===== config.mk =====
export PLATFORM = sky130hd
export DESIGN_NAME = fir_xifu_wb_flat
export DESIGN_NICKNAME = d
export VERILOG_FILES = /design/src/rtl/fir_xifu_pkg.sv /design/src/rtl/fir_xifu_wb_if.sv /design/src/rtl/fir_xifu_wb_fifo.sv /design/src/rtl/fir_xifu_wb.sv /design/src/flat_wrapper.sv
export SDC_FILE = /design/constraint.sdc
export NUM_CORES = 1
export LEC_CHECK = 0
export CAP_MARGIN = 25
export CORE_ASPECT_RATIO = 0.9
export CORE_MARGIN = 4
export CORE_UTILIZATION = 51
export DETAILED_ROUTE_END_ITERATION = 8
export PLACE_DENSITY = 0.88
export REMOVE_ABC_BUFFERS = 1
export SYNTH_ARGS = -nofsm -noshare
export SYNTH_HDL_FRONTEND = slang
export SYNTH_SLANG_ARGS = --single-unit

===== constraint.sdc =====
create_clock -name clk_i -period 3.9 [get_ports clk_i]
set_input_delay 0.78 -clock clk_i [delete_from_list [all_inputs] [get_ports clk_i]]
set_output_delay 0.78 -clock clk_i [all_outputs]
set_load 0.01 [all_outputs]

===== src/rtl/fir_xifu_pkg.sv =====
// Shared types for the FIR XIFU coprocessor pipeline.
// Covers the EX->WB bundle, WB status, and the CV-X-IF commit/result payloads.
package fir_xifu_pkg;

    localparam int unsigned X_ID_WIDTH_DEF = 4;
    localparam int unsigned WB_DEPTH_DEF   = 2;
    localparam int unsigned WB_CNT_W       = $clog2(WB_DEPTH_DEF) + 1;

    typedef logic [X_ID_WIDTH_DEF-1:0] xid_t;

    typedef struct packed {
        logic        valid;
        xid_t        id;
        logic [4:0]  rd;
        logic [31:0] data;
        logic        we;
    } fir_xifu_ex2wb_t;

    typedef struct packed {
        logic                busy;
        logic [WB_CNT_W-1:0] count;
    } fir_xifu_wb2ctrl_t;

    typedef struct packed {
        xid_t id;
        logic commit_kill;
    } x_commit_t;

    typedef struct packed {
        xid_t        id;
        logic [31:0] data;
        logic [4:0]  rd;
        logic        we;
        logic        exc;
        logic [5:0]  exccode;
        logic        err;
        logic        dbg;
    } x_result_t;

    typedef enum logic [1:0] {
        WB_EMPTY,
        WB_WAIT,
        WB_SEND,
        WB_DROP
    } wb_state_e;

endpackage


===== src/rtl/fir_xifu_wb_if.sv =====
// CV-X-IF commit and result channels between core and coprocessor.
// The core side is the master; the coprocessor uses the commit/result views.
interface fir_xifu_wb_if;
    import fir_xifu_pkg::*;

    logic      commit_valid;
    x_commit_t commit;
    logic      result_valid;
    logic      result_ready;
    x_result_t result;

    modport master (
        output commit_valid,
        output commit,
        output result_ready,
        input  result_valid,
        input  result
    );

    modport coproc_commit (
        input commit_valid,
        input commit
    );

    modport coproc_result (
        output result_valid,
        output result,
        input  result_ready
    );

endinterface


===== src/rtl/fir_xifu_wb_fifo.sv =====
// DEPTH-entry synchronous FIFO of completed EX->WB instructions.
// Refuses a push when full even if a pop happens in the same cycle.
module fir_xifu_wb_fifo
    import fir_xifu_pkg::*;
#(
    parameter int unsigned DEPTH = WB_DEPTH_DEF
) (
    input  logic                   clk_i,
    input  logic                   rst_ni,
    input  logic                   i_push,
    input  fir_xifu_ex2wb_t        i_data,
    input  logic                   i_pop,
    output fir_xifu_ex2wb_t        o_head,
    output logic                   o_full,
    output logic                   o_empty,
    output logic [$clog2(DEPTH):0] o_count
);

    localparam int unsigned PW = $clog2(DEPTH);

    fir_xifu_ex2wb_t r_mem [DEPTH];
    logic [PW-1:0]   r_wptr;
    logic [PW-1:0]   r_rptr;
    logic [PW:0]     r_count;
    logic            w_push;
    logic            w_pop;

    assign o_full  = (r_count == DEPTH[PW:0]);
    assign o_empty = (r_count == '0);
    assign o_count = r_count;
    assign o_head  = r_mem[r_rptr];
    assign w_push  = i_push & ~o_full;
    assign w_pop   = i_pop & ~o_empty;

    always_ff @(posedge clk_i) begin
        if (w_push) begin
            r_mem[r_wptr] <= i_data;
        end
    end

    // Power-of-two depth lets the pointers wrap naturally.
    always_ff @(posedge clk_i or negedge rst_ni) begin
        if (!rst_ni) begin
            r_wptr  <= '0;
            r_rptr  <= '0;
            r_count <= '0;
        end else begin
            if (w_push) begin
                r_wptr <= r_wptr + 1'b1;
            end
            if (w_pop) begin
                r_rptr <= r_rptr + 1'b1;
            end
            unique case ({w_push, w_pop})
                2'b10:   r_count <= r_count + 1'b1;
                2'b01:   r_count <= r_count - 1'b1;
                default: r_count <= r_count;
            endcase
        end
    end

endmodule


===== src/rtl/fir_xifu_wb.sv =====
// FIR XIFU writeback stage: buffers finished instructions and emits one
// CV-X-IF result per committed instruction in issue order.
module fir_xifu_wb
    import fir_xifu_pkg::*;
#(
    parameter int unsigned DEPTH      = WB_DEPTH_DEF,
    parameter int unsigned X_ID_WIDTH = X_ID_WIDTH_DEF
) (
    input  logic                        clk_i,
    input  logic                        rst_ni,
    fir_xifu_wb_if.coproc_commit        xif_commit_i,
    fir_xifu_wb_if.coproc_result        xif_result_o,
    input  fir_xifu_ex2wb_t             ex2wb_i,
    output logic                        ex2wb_ready_o,
    output fir_xifu_wb2ctrl_t           wb2ctrl_o
);

    localparam int unsigned NID = 2 ** X_ID_WIDTH;

    fir_xifu_ex2wb_t        w_head;
    logic                   w_full;
    logic                   w_empty;
    logic [$clog2(DEPTH):0] w_count;
    logic                   w_pop;
    wb_state_e              w_state;
    logic [NID-1:0]         r_commit;
    logic [NID-1:0]         r_kill;

    assign ex2wb_ready_o   = ~w_full;
    assign wb2ctrl_o.count = w_count;
    assign wb2ctrl_o.busy  = (w_count != '0);

    fir_xifu_wb_fifo #(
        .DEPTH (DEPTH)
    ) u_fifo (
        .clk_i   (clk_i),
        .rst_ni  (rst_ni),
        .i_push  (ex2wb_i.valid),
        .i_data  (ex2wb_i),
        .i_pop   (w_pop),
        .o_head  (w_head),
        .o_full  (w_full),
        .o_empty (w_empty),
        .o_count (w_count)
    );

    // Head state is a pure function of FIFO and scoreboard contents.
    always_comb begin
        w_state = WB_WAIT;
        if (w_empty) begin
            w_state = WB_EMPTY;
        end else if (r_kill[w_head.id]) begin
            w_state = WB_DROP;
        end else if (r_commit[w_head.id]) begin
            w_state = WB_SEND;
        end
    end

    always_comb begin
        xif_result_o.result_valid = 1'b0;
        xif_result_o.result       = '0;
        w_pop                     = 1'b0;
        unique case (w_state)
            WB_SEND: begin
                xif_result_o.result_valid = 1'b1;
                xif_result_o.result.id    = w_head.id;
                xif_result_o.result.data  = w_head.data;
                xif_result_o.result.rd    = w_head.rd;
                xif_result_o.result.we    = w_head.we;
                w_pop                     = xif_result_o.result_ready;
            end
            WB_DROP: w_pop = 1'b1;
            default: w_pop = 1'b0;
        endcase
    end

    // New commits are applied after the pop clear so a reused id wins.
    always_ff @(posedge clk_i or negedge rst_ni) begin
        if (!rst_ni) begin
            r_commit <= '0;
            r_kill   <= '0;
        end else begin
            if (w_pop && w_state == WB_SEND) begin
                r_commit[w_head.id] <= 1'b0;
            end
            if (w_pop && w_state == WB_DROP) begin
                r_kill[w_head.id] <= 1'b0;
            end
            if (xif_commit_i.commit_valid) begin
                if (xif_commit_i.commit.commit_kill) begin
                    r_kill[xif_commit_i.commit.id] <= 1'b1;
                end else begin
                    r_commit[xif_commit_i.commit.id] <= 1'b1;
                end
            end
        end
    end

    always_ff @(posedge clk_i) begin
        if (rst_ni) begin
            assert ((r_commit & r_kill) == '0)
            else $error("fir_xifu_wb: id both committed and killed");
        end
    end

endmodule


===== src/flat_wrapper.sv =====
// flat-port wrapper written by rule: the top's interface ports become plain ports
module fir_xifu_wb_flat import fir_xifu_pkg::*;
#(
    parameter int unsigned DEPTH      = WB_DEPTH_DEF,
    parameter int unsigned X_ID_WIDTH = X_ID_WIDTH_DEF
)
  (clk_i, rst_ni, ex2wb_i, ex2wb_ready_o, wb2ctrl_o, xif_commit_i_commit_valid, xif_commit_i_commit, xif_result_o_result_valid, xif_result_o_result, xif_result_o_result_ready);
  fir_xifu_wb_if xif_commit_i_i ();
  fir_xifu_wb_if xif_result_o_i ();
  input  logic clk_i;
  input  logic rst_ni;
  input  fir_xifu_ex2wb_t ex2wb_i;
  output logic ex2wb_ready_o;
  output fir_xifu_wb2ctrl_t wb2ctrl_o;
  input wire logic [$bits(xif_commit_i_i.commit_valid)-1:0] xif_commit_i_commit_valid;
  input wire logic [$bits(xif_commit_i_i.commit)-1:0] xif_commit_i_commit;
  output wire logic [$bits(xif_result_o_i.result_valid)-1:0] xif_result_o_result_valid;
  output wire logic [$bits(xif_result_o_i.result)-1:0] xif_result_o_result;
  input wire logic [$bits(xif_result_o_i.result_ready)-1:0] xif_result_o_result_ready;
  assign xif_commit_i_i.commit_valid = xif_commit_i_commit_valid;
  assign xif_commit_i_i.commit = xif_commit_i_commit;
  assign xif_result_o_result_valid = xif_result_o_i.result_valid;
  assign xif_result_o_result = xif_result_o_i.result;
  assign xif_result_o_i.result_ready = xif_result_o_result_ready;
  fir_xifu_wb #(.DEPTH(DEPTH), .X_ID_WIDTH(X_ID_WIDTH)) u_core (.clk_i(clk_i), .rst_ni(rst_ni), .xif_commit_i(xif_commit_i_i), .xif_result_o(xif_result_o_i), .ex2wb_i(ex2wb_i), .ex2wb_ready_o(ex2wb_ready_o), .wb2ctrl_o(wb2ctrl_o));
endmodule

# --- Word level (Yosys, flattened, before mapping) ---
# Memories as Yosys holds them, arrays and structs flattened.
# Index checks and enable logic that the tools add are counted.
totals:
  ff_bits: 36
  ramBits: 86
  output_inout_bits: 56
  word_cells: 58
  n_memories: 1
mem_list:
  columns: ["name", "words", "word_bits", "rd", "rd_ports_with_merged_regs", "write_ports", "line", "source"]
  rows:
  - ["u_core.u_fifo.r_mem", 2, 43, 1, 0, 1, "fir_xifu_wb_fifo.sv:21", "fir_xifu_ex2wb_t r_mem [DEPTH];"]
op_classes:
  n_addsub: 4
  order_cmp: 4
  n_eq_ne: 5
  muxes: 23
  bitwise: 9
  reduce_logical: 7
ops:
  columns: ["cell", "n"]
  rows:
  - ["16-bit two-way mux", 6]
  - ["42-bit two-way mux", 1]
  - ["16-bit bitwise AND", 2]
  - ["16-bit bitwise OR", 2]
  - ["16-bit NOT", 1]
  - ["4-bit by 5-bit less-than comparator with 1-bit output (second input constant)", 2]
  - ["1-bit binary-select mux with 4-bit select", 2]
  - ["1-bit demux with 4-bit select", 2]
  - ["2-bit equality test (second input constant)", 4]
  - ["4-bit by 1-bit greater-or-equal comparator with 1-bit output (second input constant)", 2]
  - ["1-bit two-way mux", 7]
  - ["2-bit two-way mux", 3]
  - ["1-bit logical AND", 4]
  - ["2-bit one-hot mux with 2 select lines", 1]
  - ["2-bit nonzero test", 2]
  - ["1-bit adder (second input constant)", 2]
  - ["2-bit by 1-bit adder with 2-bit output (second input constant)", 1]
  - ["1-bit bitwise AND", 2]
  - ["2-bit by 1-bit equality test with 1-bit output (second input constant)", 1]
  - ["2-bit zero test", 1]
  - ["1-bit NOT", 2]
  - ["1-bit one-hot mux with 2 select lines", 1]
  - ["2-bit by 1-bit subtractor with 2-bit output (second input constant)", 1]

# --- Logic depth before layout (Yosys ltp) ---
# Gate-level depths: netlist of run 1.
# An unclocked memory read counts as a cell.
logic_depth:
  word_depth: 13
  mapped_depth: 11

# --- By module ---
# From an unflattened synthesis of run 1, not the netlist that was laid out.
hier_totals:
  hier_cells: 425
  area_unflattened_um2: 5995.8
modules_own_cells:
  columns: ["mod", "instances", "cells_each", "area_each_um2", "seq_area_each_um2"]
  rows:
  - ["fir_xifu_wb_fifo", 1, 152, 3500.9, 2682.6]
  - ["fir_xifu_wb", 1, 273, 2494.9, 800.8]

# --- Least setup slack after synthesis of run 1 ---
# Ideal clock, no wire load.
synth_path:
  path_kind: "input-to-reg"
  start: "in ex2wb_i[42] in the netlist's numbering"
  end: "mem u_core.u_fifo.r_mem[0][0] in the netlist's numbering, enable pin"
  arrival_ns: 2.644
  required_ns: 3.459
  path_slack_ns: 0.814
  cell_stages: 2
  cell_sequence: "nand2_1 > nor2_1"
synth_via:
  elab_chain_cells: 3
synth_rtl:
  columns: ["element", "line", "source"]
  rows:
  - ["from (decl)", "flat_wrapper.sv:12", "input fir_xifu_ex2wb_t ex2wb_i;"]
  - ["1-bit bitwise AND", "fir_xifu_wb_fifo.sv:32", "assign w_push = i_push & ~o_full;"]
  - ["1-bit two-way mux", "fir_xifu_wb_fifo.sv:36", "if (w_push) begin"]
  - ["1-bit two-way mux (not written as such)", "fir_xifu_wb_fifo.sv:37", "r_mem[r_wptr] <= i_data;"]
  - ["to (decl)", "fir_xifu_wb_fifo.sv:21", null]
# No other way between the ends.

# --- Worst setup path in the final report of run 1 ---
layout_path:
  start: "reg u_core.u_fifo.r_rptr"
  end: "out xif_result_o_result[25]"
layout_via:
  elab_chain_cells: 8
  elab_cells_between_ends: 10
  classes_between: "1 x eq/ne; 8 x mux; 1 x memory"
layout_rtl:
  columns: ["element", "line", "source"]
  rows:
  - ["from (decl)", "fir_xifu_wb_fifo.sv:23", "logic [PW-1:0] r_rptr;"]
  - ["from (signal assigned)", "fir_xifu_wb_fifo.sv:52", "r_rptr <= r_rptr + 1'b1;"]
  - ["memory 2 x 43 bit (*)", null, null]
  - ["1-bit binary-select mux with 4-bit select", "fir_xifu_wb.sv:54", "end else if (r_commit[w_head.id]) begin"]
  - ["1-bit two-way mux (not written as such)", "fir_xifu_wb.sv:54", null]
  - ["2-bit two-way mux", "fir_xifu_wb.sv:54", null]
  - ["2-bit two-way mux", "fir_xifu_wb.sv:52", "end else if (r_kill[w_head.id]) begin"]
  - ["2-bit two-way mux", "fir_xifu_wb.sv:50", "if (w_empty) begin"]
  - ["2-bit equality test", "fir_xifu_wb.sv:63", "unique case (w_state)"]
  - ["42-bit two-way mux (*)", "fir_xifu_wb.sv:63", null]
  - ["to (decl)", "flat_wrapper.sv:18", "output wire logic [$bits(xif_result_o_i.result)-1:0] xif_result_o_result;"]
# Every way passes the cells marked *; elsewhere a longest branch is shown, timed or not. The select of a mux whose other input is x is not followed.

==> flow_summary.json, run 1 <==
{
  "outcome": "completed",
  "syn_avg_cell_area_um2": 13.36,
  "stdcell_count": 641,
  "synth_area_leaders": "edfxtp_1 (49%), dfrtp_1 (17%), mux2i_1 (8.7%)",
  "layout-drive-gt1-share_pct": 12.04,
  "cpPeakStageDelay_ns": 0.58,
  "grt_max_degree": 43,
  "max_slew_margin_pct": 47.67,
  "multiInputGateArea_mm2": 0.001670,
  "routed_wl_um": 13570,
  "cpMaxStageDelayCell": "mux4_2",
  "cts.htree.levels": 4,
  "timing.rr.end": "u_core.u_fifo.o_count[1]",
  "maxSlewViolCount": 0,
  "port_buffers": 98,
  "remaining_drc_errors": 0,
  "ys_seq_elements": 120,
  "p_sw_mw": 2.088,
  "reg2reg_slack_ns": 0.99,
  "vias_per_cell": 5.980,
  "gp_congestion": 0.9915,
  "clk_pin_slew_ns": 0.05,
  "drtIter0Drc": 358,
  "async_flop_share_pct": 30.00,
  "cp-start-kind": "register",
  "postCtsHoldBufs": 0,
  "r2r_cells": 8,
  "maxCapViolations": 0,
  "seqPwrFrac_pct": 34.5,
  "first_pass_iters": 5,
  "cts_tree": "yes",
  "fin_crit_sh_pct": 95.99,
  "clockBufferDepth": 2,
  "crit_buf_inv": 2,
  "core_mm2": 0.009784,
  "n_fill_cell": 670,
  "grt.total_usage_pct": 23.76,
  "critPathArrivalTime_ns": 2.96,
  "postRouteAntennaNets": 0,
  "pwr-share-comb_pct": 39.8,
  "fin_skew_ns": 0.006306,
  "clk_latency_ns": 0.41,
  "setup_viol": 0,
  "cp.required_ns": 3.12,
  "ir_drop_mv": 0.4823,
  "die-area_mm2": 0.01184,
  "dpl.cell_count": 605,
  "hold_violations": 0,
  "area_delta_synth_final_pct": 33.39,
  "max_freq_mhz": 267.1,
  "ioPinCount": 108,
  "p_leak_nw": 2.854,
  "ys_seq_area_share_pct": 66.06,
  "yosysTopAreaCellShare_pct": 48.67,
  "initial_core_util_pct": 52.97,
  "antenna_found_initial": 0,
  "tns_ns": 0,
  "cts_root_buf": "clkbuf_16",
  "grt_pass1_wl_um": 21470,
  "cp_top_family": "multiplexers",
  "crit_fanout": 19,
  "intPower_mw": 3.751,
  "power_density_mw_per_mm2": 844.6,
  "hpwl_um": 8371,
  "tightest_slew_ns": 0.7815,
  "holdPathStages": 2,
  "fin_nets": 555,
  "core.rowCount": 34,
  "vias": 3833,
  "rsz0062_at_grt": "no",
  "die-height_um": 103.6,
  "r2r-start": "u_core.u_fifo.r_rptr",
  "clkSinkCount": 120,
  "hp-start": "u_core.r_kill[8]",
  "regArea_mm2": 0.003425,
  "num_antenna_cells": 0,
  "yosysTopAreaCell": "edfxtp_1",
  "p_clk_share_pct": 25.7,
  "ys_types": 46,
  "finalInstanceArea_mm2": 0.006913,
  "syn_area_mm2": 0.005182,
  "crit_type": "reg2out",
  "path_cells": "mux2i_4 -> mux4_2 -> nand2_4 -> and4_4 -> nand3_4 -> bufbuf_16 -> nor2_1 -> dlygate4sd2_1",
  "synthFlopType": "edfxtp_1",
  "syn_inst": 388,
  "yosysWarnings": 0,
  "grt_pass1_vias": 4054,
  "synth_edf_count": 84,
  "finalCriticalPeriod_ns": 3.744,
  "die_w_um": 114.3,
  "dpl_cell_area_mm2": 0.006289,
  "grt_overflow": 0,
  "cp-end-kind": "primary output",
  "power_switching_share_pct": 35.76,
  "worstHoldPathType": "reg2reg",
  "hold_end": "u_core.r_kill[8]",
  "wire_per_inst_um": 21.17,
  "cts_made_buffers": 17
}
==> cell usage after synthesis (2+ instances only) <==
| library cell | number |
|---|---|
| inv_1 | 2 |
| dfrtp_1 | 36 |
| mux2_4 | 2 |
| xnor2_1 | 3 |
| nand2_2 | 2 |
| buf_4 | 10 |
| a32oi_1 | 2 |
| nand2b_1 | 3 |
| nand3b_1 | 6 |
| or3b_2 | 2 |
| buf_6 | 2 |
| o21ai_0 | 32 |
| mux2i_1 | 45 |
| nand3_1 | 9 |
| edfxtp_1 | 84 |
| a31oi_1 | 7 |
| nor2_1 | 66 |
| o21ai_1 | 10 |
| xor2_1 | 2 |
| a21oi_1 | 2 |
| nand2_1 | 15 |
| o41ai_1 | 10 |
| clkbuf_1 | 6 |
| buf_2 | 5 |
| mux4_2 | 4 |
==> registers in the layout (all words and copies together) (netlist names) <==
| signal | cells |
|---|---|
| u_core.r_commit | 16 |
| u_core.u_fifo.r_wptr | 1 |
| u_core.u_fifo.r_rptr | 1 |
| u_core.u_fifo.r_mem | 84 |
| u_core.u_fifo.o_count | 2 |
| u_core.r_kill | 16 |
==> cell families after synthesis <==
family / after synthesis / share of synthesized area, %
AO/OA/AOI/OAI: 72 / 8.740
multiplexers: 52 / 11.27
flip-flops: 120 / 66.05
buffers and inverters: 26 / 3.018
adder cells (fa/ha/maj): 1 / 0.2414
other: 1 / 0.07236
AND/OR/NAND/NOR: 111 / 9.754
XOR/XNOR: 5 / 0.8452
==> cell usage in the layout, fill, tap and decap left out, types with 4 or more instances in the layout <==
cell type,synthesis,final
edfxtp_1,84,84
nor2_1,66,65
clkdlybuf4s50_1,0,55
mux2i_1,45,45
dlygate4sd2_1,0,39
dfrtp_1,36,35
o21ai_0,32,32
clkbuf_16,0,17
nand2_1,15,13
o21ai_1,10,10
o41ai_1,10,10
nand3_1,9,9
conb_1,1,9
buf_4,10,8
a31oi_1,7,7
nand3b_1,6,6
clkinv_2,0,5
mux4_2,4,4
dlymetal6s2s_1,0,4
==> worst max path at each step <==
stage	to	startpoint	cells past startpoint
final	xif_result_o_result[25]	u_core.u_fifo.r_rptr	8
after global routing	xif_result_o_result[31]	u_core.u_fifo.r_rptr	8
after CTS	xif_result_o_result_valid	u_core.u_fifo.r_rptr	8
after detailed placement	xif_result_o_result[36]	u_core.u_fifo.r_rptr	8
after global placement	xif_result_o_result[15]	u_core.u_fifo.r_rptr	8
after floorplan	xif_result_o_result[49]	u_core.u_fifo.r_rptr	6
==> stage by stage <==
step / total power, mW / hold WS, ns / setup WS [ns] / utilization, %
finish: 5.838 / 0.5019 / 0.1562 / 70.65
detailed placement: 4.263 / 0.4878 / 0.2506 / 64.27
global placement: 4.177 / 0.4754 / 0.3175 / 64.27
floorplan: 3.306 / 0.4538 / -1.015 / -
CTS: 5.827 / 0.4971 / 0.01674 / 70.31
global route: 6.122 / 0.5280 / 0.03546 / 70.65
==> power by group through the flow <==
stage | clock network [mW] | logic [mW] | registers [mW]
2_1_floorplan | 0 | 1.26 | 2.05
3_5_place_dp | 0 | 2.25 | 2.01
3_3_place_gp | 0 | 2.20 | 1.98
5_1_grt | 1.58 | 2.50 | 2.05
6_report | 1.50 | 2.32 | 2.01
4_1_cts | 1.51 | 2.31 | 2.01
==> worst reg2reg max path: stages, from the launching register on <==
cell	delay (ns)
dfrtp_2	0.45
mux2i_4	0.34
mux4_2	0.58
nand2_4	0.13
nand4_2	0.29
a32o_1	0.40
ha_1	0.33
nor2_1	0.16
xor2_1	0.15
==> per-layer routing <==
layer	track usage [%]	wire length, um	up-vias	share of wire, %
li1	-	-	1673	-
met1	28.02	5017	1850	37
met2	38.42	6746	249	50
met3	8.513	1188	61	8.8
met4	11.45	614	0	4.5
met5	0	0	-	0
==> repair_timing <==
item / in CTS / in global routing
gates resized for setup: 45 / 5
cloned: 1 / 0
setup buffers: 2 / 0
setup endpoints to repair: 43 / 4
==> area by class of cell <==
cell class,count,share of cell area (%)
Sequential cell,120,49.54
Multi-Input combinational cell,250,24.16
Timing Repair Buffer,110,15.71
Clock buffer,20,6.317
Tap cell,126,2.281
Clock inverter,12,1.828
Inverter,3,0.1629
No activity file was read; power rests on OpenSTA's default activity.
==> run 2, diff against run 1 <==
Settings changed: RECOVER_POWER set to 25, TNS_END_PERCENT set to 5.
==> run 2 against run 1 <==
Clock-buffer cell count unchanged. Global-route usage decreased by 0.49 points. Sequential share of layout area is 0.39 points higher. Critical endpoint is now xif_result_o_result[49]. Largest cell class unchanged.
==> flow_summary.json, run 2 (synthesis results as in run 1) <==
{
  "die_w_um": 114.3,
  "cp-end-kind": "primary output",
  "stdcell_count": 639,
  "tightest_slew_ns": 0.7826,
  "maxCapViolations": 0,
  "critPathArrivalTime_ns": 3.02,
  "largest_reg_flops": 84,
  "drtIter0Drc": 365,
  "ioPinCount": 108,
  "first_pass_iters": 5,
  "area_delta_synth_final_pct": 32.35,
  "clk_latency_ns": 0.41,
  "n_fill_cell": 680,
  "initial_core_util_pct": 52.97,
  "reg2reg_slack_ns": 0.96,
  "outcome": "completed",
  "timing.rr.end": "u_core.u_fifo.o_count[1]",
  "wire_per_inst_um": 20.71,
  "cts_root_buf": "clkbuf_16",
  "cts_tree": "yes",
  "remaining_drc_errors": 0,
  "cp-start-kind": "register",
  "r2r_cells": 8,
  "r2r-start": "u_core.u_fifo.r_rptr",
  "ir_drop_mv": 0.4524,
  "hold_violations": 0,
  "dpl.cell_count": 605,
  "core.rowCount": 34,
  "worstHoldPathType": "reg2reg",
  "postCtsHoldBufs": 0,
  "crit_type": "reg2out",
  "final_cell_mix": "edfxtp_1 (84), nor2_1 (65), mux2i_1 (45), dlygate4sd2_1 (38), dlygate4sd3_1 (36)",
  "cts.htree.levels": 4,
  "layout-drive-gt1-share_pct": 11.52,
  "max_slew_margin_pct": 47.60,
  "rsz0062_at_grt": "no",
  "port_buffers": 98,
  "die-area_mm2": 0.01184,
  "finalInstanceArea_mm2": 0.006859,
  "fin_crit_sh_pct": 97.37,
  "antenna_found_initial": 2,
  "holdPathStages": 2,
  "core_mm2": 0.009784,
  "p_total_mw": 5.740,
  "die-height_um": 103.6,
  "routed_wl_um": 13230,
  "top_register": "u_core.u_fifo.r_mem",
  "postRouteAntennaNets": 0,
  "finish.utilization_pct": 70.10,
  "hpwl_um": 8371,
  "grt_overflow": 0,
  "final_common_cell": "edfxtp_1",
  "cts_made_buffers": 17,
  "fin_skew_ns": 0.007003,
  "dpl_cell_area_mm2": 0.006289,
  "setup_viol": 0,
  "hold_end": "u_core.r_kill[8]",
  "crit_fanout": 6,
  "p_leak_nw": 2.759,
  "gp_congestion": 0.9915,
  "vias_per_cell": 5.945,
  "grt_max_degree": 43,
  "grt_pass1_wl_um": 21070,
  "largestRegisters": "u_core.u_fifo.r_mem (84), u_core.r_commit (16), u_core.r_kill (16)",
  "maxSlewViolCount": 0,
  "fin_nets": 552,
  "multiInputGateArea_mm2": 0.001670,
  "cp.required_ns": 3.12,
  "clk_pin_slew_ns": 0.05,
  "grt.total_usage_pct": 23.27,
  "regArea_mm2": 0.003425,
  "grt_pass1_vias": 4035,
  "max_freq_mhz": 263.3,
  "power_density_mw_per_mm2": 836.8,
  "hp-start": "u_core.r_kill[8]",
  "clockBufferDepth": 2,
  "hold_ws_ns": 0.5008,
  "vias": 3799,
  "finalCriticalPeriod_ns": 3.797,
  "clkSinkCount": 120
}
[run 2: changes by cell type in the layout (fill, tap and decap cells not counted), sizes merged, moves of 2 or more]
cell	change
dlygate4sd3	+36
buf	-2
clkdlybuf4s50	-31
dlymetal6s2s	-4
[run 2: worst max-delay path, cell delays in order (launching register included)]
cell and delay (ns):
dfrtp_2 0.46, mux2i_4 0.34, mux4_2 0.58, nand2_4 0.13
and4_4 0.24, nand3_4 0.12, a21oi_1 0.18, clkdlybuf4s50_1 0.56
[run 2: power breakdown]
part / total (mW) / internal, mW / switching, mW / leakage [nW]
clock network: 1.50 / 0.937 / 0.563 / 0.274
logic: 2.23 / 0.933 / 1.29 / 1.28
registers: 2.01 / 1.81 / 0.206 / 1.20
total: 5.74 / 3.68 / 2.06 / 2.76
[run 2: through the flow]
stage / setup slack (ns) / setup TNS [ns]
floorplan: -1.015 / -44.06
global placement: 0.3175 / 0
detailed placement: 0.2506 / 0
CTS: 0.09720 / 0
global route: 0.004560 / 0
finish: 0.1026 / 0
[run 2: metal layers]
layer | share of wire, % | global-route usage [%] | routed length (um) | up-vias
met5 | 0.098 | 0 | 13 | -
met4 | 3.9 | 10.43 | 515 | 2
met3 | 9.3 | 9.213 | 1227 | 54
met2 | 50 | 37.50 | 6585 | 245
met1 | 37 | 27.35 | 4892 | 1826
li1 | - | - | - | 1672
[run 2: final cells by class]
| cell class | count | share of cell area (%) |
|---|---|---|
| flip-flops and latches | 120 | 49.93 |
| multi-input cells | 250 | 24.35 |
| repair buffers | 107 | 15.01 |
| clock buffers | 20 | 6.366 |
| well taps | 126 | 2.298 |
| clock inverters | 12 | 1.842 |
| inverters | 3 | 0.1642 |
| diodes | 1 | 0.03648 |
[run 2: worst max-delay path by stage]
stage / from / endpoint / slack [ns] / cells after the start
after floorplan: u_core.u_fifo.r_rptr / xif_result_o_result[49] / -1.02 / 6
after global placement: u_core.u_fifo.r_rptr / xif_result_o_result[15] / 0.32 / 8
after detailed placement: u_core.u_fifo.r_rptr / xif_result_o_result[36] / 0.25 / 8
after CTS: u_core.u_fifo.r_rptr / xif_result_o_result[49] / 0.1 / 7
after global routing: u_core.u_fifo.r_rptr / xif_result_o_result_valid / 0.005 / 7
final: u_core.u_fifo.r_rptr / xif_result_o_result[49] / 0.10 / 7
[run 2: repair_timing]
item                       in CTS  in global routing
buffers inserted                0                  0
setup endpoints to repair      43                  3
resized for setup              44                  1
